==> src/rtl/rocc_cmd_issue_ctrl.sv <==
// Credit-based issue controller feeding the cmdq and ximm1q enqueue ports, with a flush/drain sequence.
// Optional fire/replay statistics counters are built when ISSUE_STATS_EN is defined.
module rocc_cmd_issue_ctrl #(
  parameter int CMDQ_DEPTH   = 8,
  parameter int XIMM1Q_DEPTH = 4,
  parameter int CMD_W        = 32,
  parameter int IMM_W        = 64
) (
  input  logic             clk,
  input  logic             reset,
  input  logic             io_valid,
  input  logic             io_sigs_enq_cmdq,
  input  logic             io_sigs_enq_ximm1q,
  input  logic [CMD_W-1:0] io_cmd,
  input  logic [IMM_W-1:0] io_imm,
  output logic             io_fire,
  output logic             io_replay,
  input  logic             io_flush,
  output logic             io_cmdq_valid,
  output logic [CMD_W-1:0] io_cmdq_bits,
  output logic             io_ximm1q_valid,
  output logic [IMM_W-1:0] io_ximm1q_bits,
  input  logic             io_cmdq_deq,
  input  logic             io_ximm1q_deq,
`ifdef ISSUE_STATS_EN
  output logic [31:0]      io_stat_fire,
  output logic [31:0]      io_stat_replay,
`endif
  output logic             io_busy,
  output logic             io_cred_err
);

  localparam int CW = $clog2(CMDQ_DEPTH + 1);
  localparam int XW = $clog2(XIMM1Q_DEPTH + 1);
  localparam logic [CW-1:0] C_FULL = CW'(CMDQ_DEPTH);
  localparam logic [XW-1:0] X_FULL = XW'(XIMM1Q_DEPTH);

  typedef enum logic {
    ST_RUN   = 1'b0,
    ST_DRAIN = 1'b1
  } state_t;

  state_t          state_reg, state_next;
  logic [CW-1:0]   cred_c_reg, cred_c_next;
  logic [XW-1:0]   cred_x_reg, cred_x_next;
  logic            err_c, err_x;
  logic            cred_err_reg;
  logic            cmdq_valid_reg, ximm1q_valid_reg;
  logic [CMD_W-1:0] cmdq_bits_reg;
  logic [IMM_W-1:0] ximm1q_bits_reg;
  logic            ok_c, ok_x, take_c, take_x;

  // Acceptance looks only at registered credits, so a same-cycle return never unblocks issue.
  assign ok_c      = !io_sigs_enq_cmdq   || (cred_c_reg != '0);
  assign ok_x      = !io_sigs_enq_ximm1q || (cred_x_reg != '0);
  assign io_fire   = io_valid && (state_reg == ST_RUN) && !io_flush && ok_c && ok_x;
  assign io_replay = io_valid && !io_fire;
  assign take_c    = io_fire && io_sigs_enq_cmdq;
  assign take_x    = io_fire && io_sigs_enq_ximm1q;

  always_comb begin
    cred_c_next = cred_c_reg;
    err_c       = 1'b0;
    if (take_c && !io_cmdq_deq) begin
      cred_c_next = cred_c_reg - CW'(1);
    end else if (!take_c && io_cmdq_deq) begin
      if (cred_c_reg == C_FULL) err_c = 1'b1;
      else                      cred_c_next = cred_c_reg + CW'(1);
    end
  end

  always_comb begin
    cred_x_next = cred_x_reg;
    err_x       = 1'b0;
    if (take_x && !io_ximm1q_deq) begin
      cred_x_next = cred_x_reg - XW'(1);
    end else if (!take_x && io_ximm1q_deq) begin
      if (cred_x_reg == X_FULL) err_x = 1'b1;
      else                      cred_x_next = cred_x_reg + XW'(1);
    end
  end

  // Drain exits once both queues have returned every credit; flush is ignored while draining.
  always_comb begin
    state_next = state_reg;
    case (state_reg)
      ST_RUN:   if (io_flush) state_next = ST_DRAIN;
      ST_DRAIN: if ((cred_c_reg == C_FULL) && (cred_x_reg == X_FULL)) state_next = ST_RUN;
      default:  state_next = ST_RUN;
    endcase
  end

  always_ff @(posedge clk) begin
    if (reset) begin
      state_reg        <= ST_RUN;
      cred_c_reg       <= C_FULL;
      cred_x_reg       <= X_FULL;
      cred_err_reg     <= 1'b0;
      cmdq_valid_reg   <= 1'b0;
      ximm1q_valid_reg <= 1'b0;
      cmdq_bits_reg    <= '0;
      ximm1q_bits_reg  <= '0;
    end else begin
      state_reg        <= state_next;
      cred_c_reg       <= cred_c_next;
      cred_x_reg       <= cred_x_next;
      cred_err_reg     <= cred_err_reg || err_c || err_x;
      cmdq_valid_reg   <= take_c;
      ximm1q_valid_reg <= take_x;
      if (take_c) cmdq_bits_reg   <= io_cmd;
      if (take_x) ximm1q_bits_reg <= io_imm;
    end
  end

  assign io_cmdq_valid   = cmdq_valid_reg;
  assign io_cmdq_bits    = cmdq_bits_reg;
  assign io_ximm1q_valid = ximm1q_valid_reg;
  assign io_ximm1q_bits  = ximm1q_bits_reg;
  assign io_busy         = (state_reg == ST_DRAIN);
  assign io_cred_err     = cred_err_reg;

`ifdef ISSUE_STATS_EN
  logic [31:0] stat_fire_reg, stat_replay_reg;

  always_ff @(posedge clk) begin
    if (reset) begin
      stat_fire_reg   <= '0;
      stat_replay_reg <= '0;
    end else begin
      if (io_fire)   stat_fire_reg   <= stat_fire_reg + 32'd1;
      if (io_replay) stat_replay_reg <= stat_replay_reg + 32'd1;
    end
  end

  assign io_stat_fire   = stat_fire_reg;
  assign io_stat_replay = stat_replay_reg;
`endif

endmodule
==> config.mk <==
export PLATFORM = sky130hd
export DESIGN_NAME = rocc_cmd_issue_ctrl
export DESIGN_NICKNAME = d
export VERILOG_FILES = /design/src/rtl/rocc_cmd_issue_ctrl.sv
export SDC_FILE = /design/constraint.sdc
export NUM_CORES = 1
export LEC_CHECK = 0
export BUFFER_PORTS_ARGS = -buffer_cell sky130_fd_sc_hd__buf_4
export CORE_ASPECT_RATIO = 1.2
export CORE_MARGIN = 2
export CORE_UTILIZATION = 40
export CTS_BUF_LIST = sky130_fd_sc_hd__clkbuf_16
export DETAILED_ROUTE_END_ITERATION = 8
export PLACE_DENSITY = 0.71
export SYNTH_ARGS = -nofsm -noshare
export SYNTH_HDL_FRONTEND = slang
export SYNTH_SLANG_ARGS = --single-unit
==> constraint.sdc <==
create_clock -name clk -period 7.55 [get_ports clk]
set_input_delay 1.8875 -clock clk [delete_from_list [all_inputs] [get_ports clk]]
set_output_delay 1.8875 -clock clk [all_outputs]
set_load 0.03 [all_outputs]
# Word-level counts from Yosys, hierarchy flattened
# Cells that the tools add are included.
# classes
add_sub_neg,4
bitwise_logic,1
mux,15
n_mul,0
div,0
n_eq_ne,4
n_lt_le_gt_ge,0
reduce_logical,30
shifts,0
# op_table
cell,count
$logic_and A1 B1 Y1,12
$mux W4,3
$mux W3,3
$logic_not A1 Y1,8
$mux W1,8
$add A4 B1 Y4 const B,1
$eq A4 B4 Y1 const B,1
$logic_or A1 B1 Y1,4
$ne A2 B2 Y1 const B,2
$reduce_and A2 Y1,2
$reduce_bool A2 Y1,2
$reduce_bool A4 Y1,1
$sub A4 B1 Y4 const B,1
$add A3 B1 Y3 const B,1
$eq A3 B3 Y1 const B,1
$reduce_bool A3 Y1,1
$sub A3 B1 Y3 const B,1
$pmux W1 S2,1
$not A1 Y1,1
# totals
mem_bits_ro,0
mem_bits_rw,0
elab_cells,62
latchBits,0
input_bits,104
mem_count,0
register_bits,107

# Logic depth before layout (Yosys ltp)
# Gate-level depths: netlist of the first run.
# depth
word_depth,12
ltp_mapped,12

# Least setup slack after synthesis of the first run
# Ideal clock, no wire load.
# synth_timing
path_kind,input to output
startpoint,input port io_sigs_enq_ximm1q
endpoint,output port io_replay
n_path_buf,1
setup_slack_ns,2.599
cell_stages,4
t_required_ns,5.662
arrival_ns,3.064
cell_sequence,or4b_1 -> o311ai_4 -> buf_2 -> and2_1
# synth_via
elab_chain_cells,5
# synth_lines
item,line,rtl
from (decl),13,"input logic io_sigs_enq_ximm1q,"
$logic_not A1 Y1,55,assign ok_x = !io_sigs_enq_ximm1q || (cred_x_reg != '0);
$logic_or A1 B1 Y1,55,
$logic_and A1 B1 Y1,56,assign io_fire = io_valid && (state_reg == ST_RUN) && !io_flush && ok_c && ok_x;
$logic_not A1 Y1,57,assign io_replay = io_valid && !io_fire;
$logic_and A1 B1 Y1,57,
to (decl),17,"output logic io_replay,"
# Every way passes these cells.

# Worst setup path in the final report of the first run
# Ends and elaborated chain as after synthesis.

==> impl_metrics.json, run 1 <==
{
  "antenna_found_initial": 0,
  "grt_max_degree": 109,
  "largest_reg_flops": 64,
  "post-cts-setup-buffers": 0,
  "cts.clk_slew.worst_paths_ps": 60,
  "ys_types": 33,
  "crit_arrival_ps": 3500,
  "num_io_pins": 206,
  "start_kind": "input pin",
  "cts_resized": 0,
  "fmax_mhz": 186,
  "clock_path_buffers": 2,
  "endpoint_kind": "output pin",
  "r2r_setup_slack_ps": 4150,
  "synth_nets": 618,
  "nNetsFinal": 792,
  "rsz0062_at_grt": "no",
  "rr_endpoint": "cred_c_reg[3]",
  "ant_nets": 0,
  "wl_per_cell_microns": 14.8,
  "hold_path_class": "reg2reg",
  "critPathMaxStageDelay_ps": 580,
  "report.final.slew_viol_count": 0,
  "grt_use_total_pct": 20.8,
  "dr.pass1.iters": 5,
  "final_common_cell": "buf_4",
  "critPathRequiredTime_ps": 5660,
  "fillers": 927,
  "syn_inst": 506,
  "slowest_stage": "or4b_1",
  "synth_area_leaders": "dfxtp_1, a21oi_1, nand3_1, nand2_1, o21ai_0",
  "crit_family": "simple AND/OR/NAND/NOR gates",
  "grt_pass1_vias": 4172,
  "min_path_cells": 2,
  "clock_skew_ps": 8.01,
  "rr_startpoint": "cred_x_reg[2]",
  "yosysTopAreaCell": "dfxtp_1",
  "drive_gt1_share_pct": 33.3,
  "leakagePower_nw": 2.52,
  "synth-compound-area-share_pct": 21.5,
  "status": "complete, no violations",
  "placed_area_sq_um": 5700,
  "synth-adder-area-share_pct": 2.73,
  "core_area_sq_um": 10400,
  "dr.first_iter.drc_count": 230,
  "cts_tree": "yes",
  "num_vias": 4235,
  "p_per_area_nw_per_um2": 225,
  "dp_hpwl_microns": 8260,
  "synthMuxAreaShare_pct": 0.505,
  "syn_area_sq_um": 4210,
  "ys_ff_latch": 107,
  "avgViaCountPerCell": 5.20,
  "fp.dieW_microns": 97.7,
  "multi_input_area_sq_um": 1770,
  "slew_headroom_pct": 26.6,
  "cts_sinks": 107,
  "cts-buffers-inserted": 9,
  "r2r_cells": 10,
  "synth_area_per_cell_sq_um": 8.32,
  "rows": 41,
  "synth_top_area_share_pct": 50.9,
  "drv_cap": 0,
  "hp-start": "io_cmdq_bits[15]",
  "synth_top_family_by_area": "compound AO/OA/AOI/OAI gates",
  "cts_max_level": 3,
  "setup-violations-final": 0,
  "start_util_pct": 40.6,
  "area_growth_pct": 42.7,
  "crit_path_start": "io_sigs_enq_ximm1q",
  "gp_congestion": 0.824,
  "fin_crit_ps": 5380,
  "drc": 0,
  "final_cell_mix": "buf_4, dfxtp_1, a21oi_1",
  "hold_buffers": 0,
  "tns_ps": 0,
  "fin_crit_sh_pct": 71.3,
  "postLayoutCellArea_sq_um": 6010,
  "min_to": "io_cmdq_bits[15]",
  "cp_max_fo": 67,
  "clock_latency_ps": 340,
  "synth_simple_gate_area_share_pct": 16.5,
  "cp_num_buf_inv": 2,
  "critical_path_class": "in2out",
  "drt_wl_total_microns": 12100,
  "grt_overflow": 0,
  "antenna_cells": 0,
  "yosysWarnings": 0,
  "hold_viol_final": 0,
  "cp_common_cell": "buf_4",
  "worst-slew-pin-transition_ps": 1100,
  "cts_root_buf": "clkbuf_16",
  "dieArea_sq_um": 11400,
  "ys_seq_area_share_pct": 50.9,
  "place.port_buffers": 205,
  "yosys.area_share.xor_xnor_pct": 0.832,
  "fin_total_pwr_mw": 1.35,
  "peakVddDrop_mv": 0.104,
  "ff_latch_area_sq_um": 2140,
  "die_h_microns": 116,
  "grt_pass1_wl_microns": 19500,
  "path_cells": "buf_4 > or4b_1 > o311ai_4 > and2_1 > buf_4"
}
-- metal layers --
metal | GRT usage [%] | part of all wire [%] | vias up
met5 | 0 | 0 | -
met4 | 7.69 | 1.7 | 0
met3 | 7.72 | 11 | 15
li1 | - | - | 2090
met1 | 24.7 | 40 | 1937
met2 | 34.9 | 48 | 193
-- cell families (layout without fill, tap and decap cells) --
group	count (synthesis)	after routing
xor+xnor	4	4
flops	107	107
fa+ha+maj	8	8
simple gates	153	153
buf+inv	60	239
mux	2	2
compound gates	172	172
-- worst register-to-register path: cells and delay by family, from the launching register on --
family	cells	cell delay [ps]
AND/OR/NAND/NOR	1	620
buffers and inverters	2	690
flip-flops	1	350
AO/OA/AOI/OAI	3	500
multiplexers	2	500
adder cells (fa/ha/maj)	2	640
-- power breakdown --
part / switching (mW) / leakage, nW / internal (mW)
clock network: 0.203 / 0.152 / 0.287
registers: 0.0203 / 0.868 / 0.592
logic: 0.147 / 1.50 / 0.0997
-- per-stage QoR --
step	worst slack [ps]	instances	hold slack, ps	util, %
6_report	2170	814	455	58.0
5_1_grt	2070	814	483	58.0
4_1_cts	2180	814	458	58.0
3_5_place_dp	2130	798	449	55.0
3_3_place_gp	2200	798	444	55.0
2_1_floorplan	2600	506	458	-
-- Yosys cell counts --
master,count
nor3b_2,1
and3_1,1
a21o_1,1
a21oi_1,101
mux2i_1,1
and2_1,1
nand3_1,65
nand2_1,67
ha_1,6
buf_2,6
a311oi_1,1
inv_1,12
inv_2,2
or3_1,2
nor2_1,9
nor3_1,4
xor2_1,1
nor4b_1,2
dfxtp_1,107
a211oi_1,2
o31a_1,1
buf_1,1
or4b_1,1
clkbuf_2,2
mux2_2,1
o311ai_4,1
clkbuf_1,29
o21ai_1,21
xnor2_1,3
o2111ai_2,1
o21ai_0,43
fa_1,2
buf_6,8
-- area by class of cell --
| class | count | share of cell area (%) |
|---|---|---|
| well taps | 129 | 2.69 |
| clock buffers | 9 | 3.75 |
| flip-flops and latches | 107 | 35.7 |
| repair buffers | 209 | 26.1 |
| clock inverters | 7 | 1.40 |
| multi-input cells | 339 | 29.5 |
| inverters | 14 | 0.875 |
-- worst max-delay path by stage --
stage,endpoint,slack [ps],depth (start not counted)
detailed placement,cred_c_reg[3],2130,11
global route,io_replay,2070,5
CTS,io_replay,2180,5
global placement,io_replay,2200,5
finish,io_replay,2170,5
floorplan,io_replay,2600,4
(Power assumes the default switching activity.)
==> run 2: changes to the inputs <==
clock period = 5.1 ns   (was 7.55 ns; I/O delays follow)
==> run 2 against run 1 <==
Against the previous run: register-to-register slack got worse by 2400 ps; sequential share of layout area rose by 0.097 points; sequential cell count did not move; highest routed layer unchanged; critical path depth rose by 6; largest power group unchanged; cell count rose by 0.12%.
==> impl_metrics.json, run 2 (synthesis gave the netlist of run 1 again) <==
{
  "status": "complete, no violations",
  "worst-slew-pin-transition_ps": 1130,
  "num_io_pins": 206,
  "fin_crit_ps": 3890,
  "power_frac_seq_pct": 46.6,
  "grtUsageMet2_pct": 33.5,
  "tns_ps": 0,
  "ff_latch_area_sq_um": 2140,
  "multi_input_area_sq_um": 1770,
  "grt_overflow": 0,
  "report.final.slew_viol_count": 0,
  "drive_gt1_share_pct": 33.5,
  "cts_max_level": 3,
  "hold_viol_final": 0,
  "grt_use_met3_pct": 6.46,
  "largest_reg_flops": 64,
  "hp-start": "io_cmdq_bits[16]",
  "final_common_cell": "buf_4",
  "fmax_mhz": 257,
  "post-cts-setup-buffers": 0,
  "grt_use_total_pct": 20.1,
  "hold_buffers": 0,
  "cts_sinks": 107,
  "antenna_cells": 0,
  "cts_root_buf": "clkbuf_16",
  "setup-violations-final": 0,
  "drc": 0,
  "area_growth_pct": 42.3,
  "core_area_sq_um": 10400,
  "start_util_pct": 40.6,
  "cts-buffers-inserted": 9,
  "gp_congestion": 0.761,
  "wl_per_cell_microns": 14.7,
  "dieArea_sq_um": 11400,
  "placed_area_sq_um": 5710,
  "die_h_microns": 116,
  "met1_usage_pct": 24.2,
  "slew_headroom_pct": 24.8,
  "fillers": 955,
  "fp.dieW_microns": 97.7,
  "num_vias": 4244,
  "ant_nets": 0,
  "drv_cap": 0,
  "critPathRequiredTime_ps": 5320,
  "clock_path_buffers": 2,
  "rows": 41,
  "grt_pass1_wl_microns": 18600,
  "placed_cells": 799,
  "place.port_buffers": 205,
  "start_kind": "input pin",
  "rr_startpoint": "cred_x_reg[2]",
  "final_cell_mix": "buf_4, dfxtp_1, a21oi_1",
  "crit_arrival_ps": 4110,
  "grt_max_degree": 109,
  "endpoint_kind": "register",
  "critical_path_class": "in2reg",
  "dr.first_iter.drc_count": 219,
  "final_cells": 815,
  "leakagePower_nw": 2.51,
  "grt_pass1_vias": 3949,
  "nNetsFinal": 793,
  "rsz0062_at_grt": "no",
  "antenna_found_initial": 0,
  "fin_crit_sh_pct": 76.2,
  "cts.clk_slew.worst_paths_ps": 60,
  "crit_path_start": "io_sigs_enq_ximm1q",
  "clock_skew_ps": 7.56,
  "dp_hpwl_microns": 8280,
  "cts_resized": 0,
  "power_frac_comb_pct": 18.9,
  "hold_path_class": "reg2reg",
  "postLayoutCellArea_sq_um": 5990,
  "grt.busiest_layer": "met2",
  "intPower_mw": 1.40,
  "clock_latency_ps": 340,
  "drt_wl_total_microns": 12000,
  "clock_power_share_pct": 34.5,
  "avgViaCountPerCell": 5.21,
  "p_per_area_nw_per_um2": 325,
  "p_sw_share_pct": 28.0,
  "cp_max_fo": 34,
  "dr.pass1.iters": 4,
  "peakVddDrop_mv": 0.220,
  "cts_tree": "yes",
  "power.switching_uw": 544
}
==> run 2: changes by cell type in the layout (fill, tap and decap cells not counted) <==
cell / previous run / this run
bufinv_16: 2 / 1
clkinv_2: 1 / 3
clkinv_1: 3 / 2
buf_4: 209 / 210
==> run 2: layout make-up <==
type	instances	area share, %
Timing Repair Buffer	210	26.3
Clock inverter	7	1.00
Multi-Input combinational cell	339	29.6
Inverter	14	0.877
Clock buffer	9	3.76
Sequential cell	107	35.7
Tap cell	129	2.69
==> run 2: path summary, 6_finish.rpt <==
kind / end / slack (ps) / depth (start not counted)
worst min register to register: io_cmdq_bits[16] / 450 / 2
worst min-delay path: io_cmdq_bits[16] / 450 / 2
worst max-delay path: cred_c_reg[3] / 1210 / 11
worst max register to register: cred_c_reg[3] / 1800 / 10
==> run 2: worst max-delay path: stages <==
cell and delay [ps]:
buf_4 80, or4b_1 530, o2111ai_2 130, buf_4 350, inv_2 300, ha_1 330
ha_1 300, a21o_1 180, a21oi_1 150, mux2_2 350, mux2i_1 110
==> run 2: per-layer routing <==
metal | vias up | wire length (microns)
li1 | 2094 | -
met1 | 1952 | 4970
met2 | 182 | 5660
met3 | 16 | 1140
met4 | 0 | 234
met5 | - | 0
==> run 2: metrics by stage <==
| stage | total power [mW] | setup slack [ps] | util, % | hold WS [ps] |
|---|---|---|---|---|
| after detailed placement | 1.29 | 855 | 55.1 | 447 |
| final | 1.94 | 1210 | 57.8 | 453 |
| after global routing | 2.04 | 1050 | 57.8 | 471 |
| after CTS | 1.97 | 1210 | 57.8 | 456 |
| after floorplan | 1.15 | 1240 | - | 458 |
| after global placement | 1.28 | 869 | 55.1 | 443 |
==> run 2: power by group through the flow <==
stage | logic, mW | clock network, mW | registers (mW)
2_1_floorplan | 0.168 | 0 | 0.981
3_3_place_gp | 0.360 | 0 | 0.923
3_5_place_dp | 0.370 | 0 | 0.924
4_1_cts | 0.370 | 0.694 | 0.906
5_1_grt | 0.398 | 0.727 | 0.911
6_report | 0.368 | 0.671 | 0.906
==> run 3: changes to the inputs <==
PLACE_DENSITY = 0.74   (was 0.71)
clock period = 3.4 ns   (was 5.1 ns; I/O delays follow)
==> run 3 against run 2 <==
Against the previous run: clock-buffer cell count unchanged; clock power up 49%; global-route usage shrank 0.16 points; cell count is 0.12% higher; first-iteration DRC count is 16% lower; hold slack improved by 1.7 ps; design area up 0.25%; via count shrank 0.47%; sequential share of layout area down 0.089 points; sequential power is 50% higher; sequential cell count is the same; power grew 50%; critical path type is now in2out.
==> impl_metrics.json, run 3 (synthesis gave the netlist of run 1 again) <==
{
  "fillers": 921,
  "nNetsFinal": 795,
  "start_kind": "input pin",
  "power_frac_seq_pct": 46.6,
  "peakVddDrop_mv": 0.277,
  "dieArea_sq_um": 11400,
  "dr.first_iter.drc_count": 184,
  "leakagePower_nw": 2.52,
  "grt_overflow": 0,
  "placed_area_sq_um": 5720,
  "grt_pass1_wl_microns": 18700,
  "cts.clk_slew.worst_paths_ps": 70,
  "final_cell_mix": "buf_4, dfxtp_1, a21oi_1",
  "rows": 41,
  "multi_input_area_sq_um": 1770,
  "report.final.slew_viol_count": 0,
  "slew_headroom_pct": 27.0,
  "start_util_pct": 40.6,
  "hold_path_class": "reg2reg",
  "tns_ps": 0,
  "cts_resized": 0,
  "drc": 0,
  "final_common_cell": "buf_4",
  "postLayoutCellArea_sq_um": 6010,
  "drv_cap": 0,
  "layout_setup_ws_ps": 234,
  "drt_wl_total_microns": 11800,
  "placed_cells": 801,
  "dp_hpwl_microns": 8060,
  "antenna_found_initial": 0,
  "rsz0062_at_grt": "no",
  "grt_max_degree": 109,
  "crit_arrival_ps": 2320,
  "avgViaCountPerCell": 5.18,
  "dr.pass1.iters": 4,
  "fin_total_pwr_mw": 2.92,
  "gp_congestion": 0.764,
  "endpoint_kind": "output pin",
  "cts_root_buf": "clkbuf_16",
  "intPower_mw": 2.10,
  "area_growth_pct": 42.6,
  "drive_gt1_share_pct": 33.6,
  "core_area_sq_um": 10400,
  "ff_latch_area_sq_um": 2140,
  "status": "complete, no violations",
  "cp_max_fo": 65,
  "grt_use_total_pct": 19.9,
  "clock_power_share_pct": 34.4,
  "p_sw_share_pct": 28.1,
  "r2r_setup_slack_ps": 760,
  "p_per_area_nw_per_um2": 486,
  "cts-buffers-inserted": 9,
  "pre_cts_ws_ps": 121,
  "setup-violations-final": 0,
  "num_vias": 4224,
  "clock_skew_ps": 5.48,
  "hold_buffers": 0,
  "antenna_cells": 0,
  "wl_per_cell_microns": 14.5,
  "hold_viol_final": 0,
  "largest_reg_flops": 64,
  "clock_latency_ps": 340,
  "fin_hold_ws_ps": 455,
  "num_io_pins": 206,
  "fin_crit_ps": 3170,
  "die_h_microns": 116,
  "final_util_pct": 58.0,
  "final_cells": 816,
  "worst-slew-pin-transition_ps": 1100,
  "critical_path_class": "in2out",
  "critPathRequiredTime_ps": 2550,
  "cts_max_level": 3,
  "fmax_mhz": 316,
  "fp.dieW_microns": 97.7,
  "clock_path_buffers": 2,
  "cts_sinks": 107,
  "cts_tree": "yes",
  "grt_pass1_vias": 3975,
  "place.port_buffers": 205,
  "power.switching_uw": 819,
  "ant_nets": 0,
  "fin_crit_sh_pct": 93.1,
  "post-cts-setup-buffers": 0,
  "power_frac_comb_pct": 19.0
}
## run 3: changes by cell type in the layout (fill, tap and decap cells not counted), sizes merged
| cell | previous run | this run |
|---|---|---|
| clkinv | 5 | 0 |
| inv | 14 | 16 |
| buf | 210 | 212 |
| clkinvlp | 1 | 3 |
## run 3: power by group through the flow
stage | registers, mW | logic (mW) | clock network, mW
after global placement | 1.39 | 0.536 | 0
after detailed placement | 1.39 | 0.558 | 0
after global routing | 1.37 | 0.606 | 1.09
after CTS | 1.36 | 0.560 | 1.03
final | 1.36 | 0.556 | 1.00
after floorplan | 1.47 | 0.253 | 0
## run 3: per-layer routing
metal	up-vias	wire length [microns]	global-route usage, %	share of wire [%]
met3	22	1040	6.40	8.8
met4	0	248	8.61	2.1
met1	1944	4860	24.3	41
met2	162	5690	32.7	48
met5	-	0	0	0
li1	2096	-	-	-
## run 3: layout make-up
type                       instances  area share (%)
timing repair buffer             212            26.5
multi-input combinational        339            29.5
sequential                       107            35.7
clock buffer                       9            3.75
inverter                          14           0.875
clock inverter                     6            1.00
tap                              129            2.69
## run 3: worst max-delay path, cell delays in order
cell and delay, ps:
buf_4 120, nor3b_2 280, o311ai_4 160, inv_2 90, buf_4 520, buf_4 280
## run 3: worst paths after layout
path	start	endpoint	cells past startpoint
hold / removal	io_cmdq_bits[9]	io_cmdq_bits[9]	2
hold reg to reg	io_cmdq_bits[9]	io_cmdq_bits[9]	2
setup / recovery	io_flush	io_fire	6
setup reg to reg	cred_x_reg[2]	cred_c_reg[3]	9
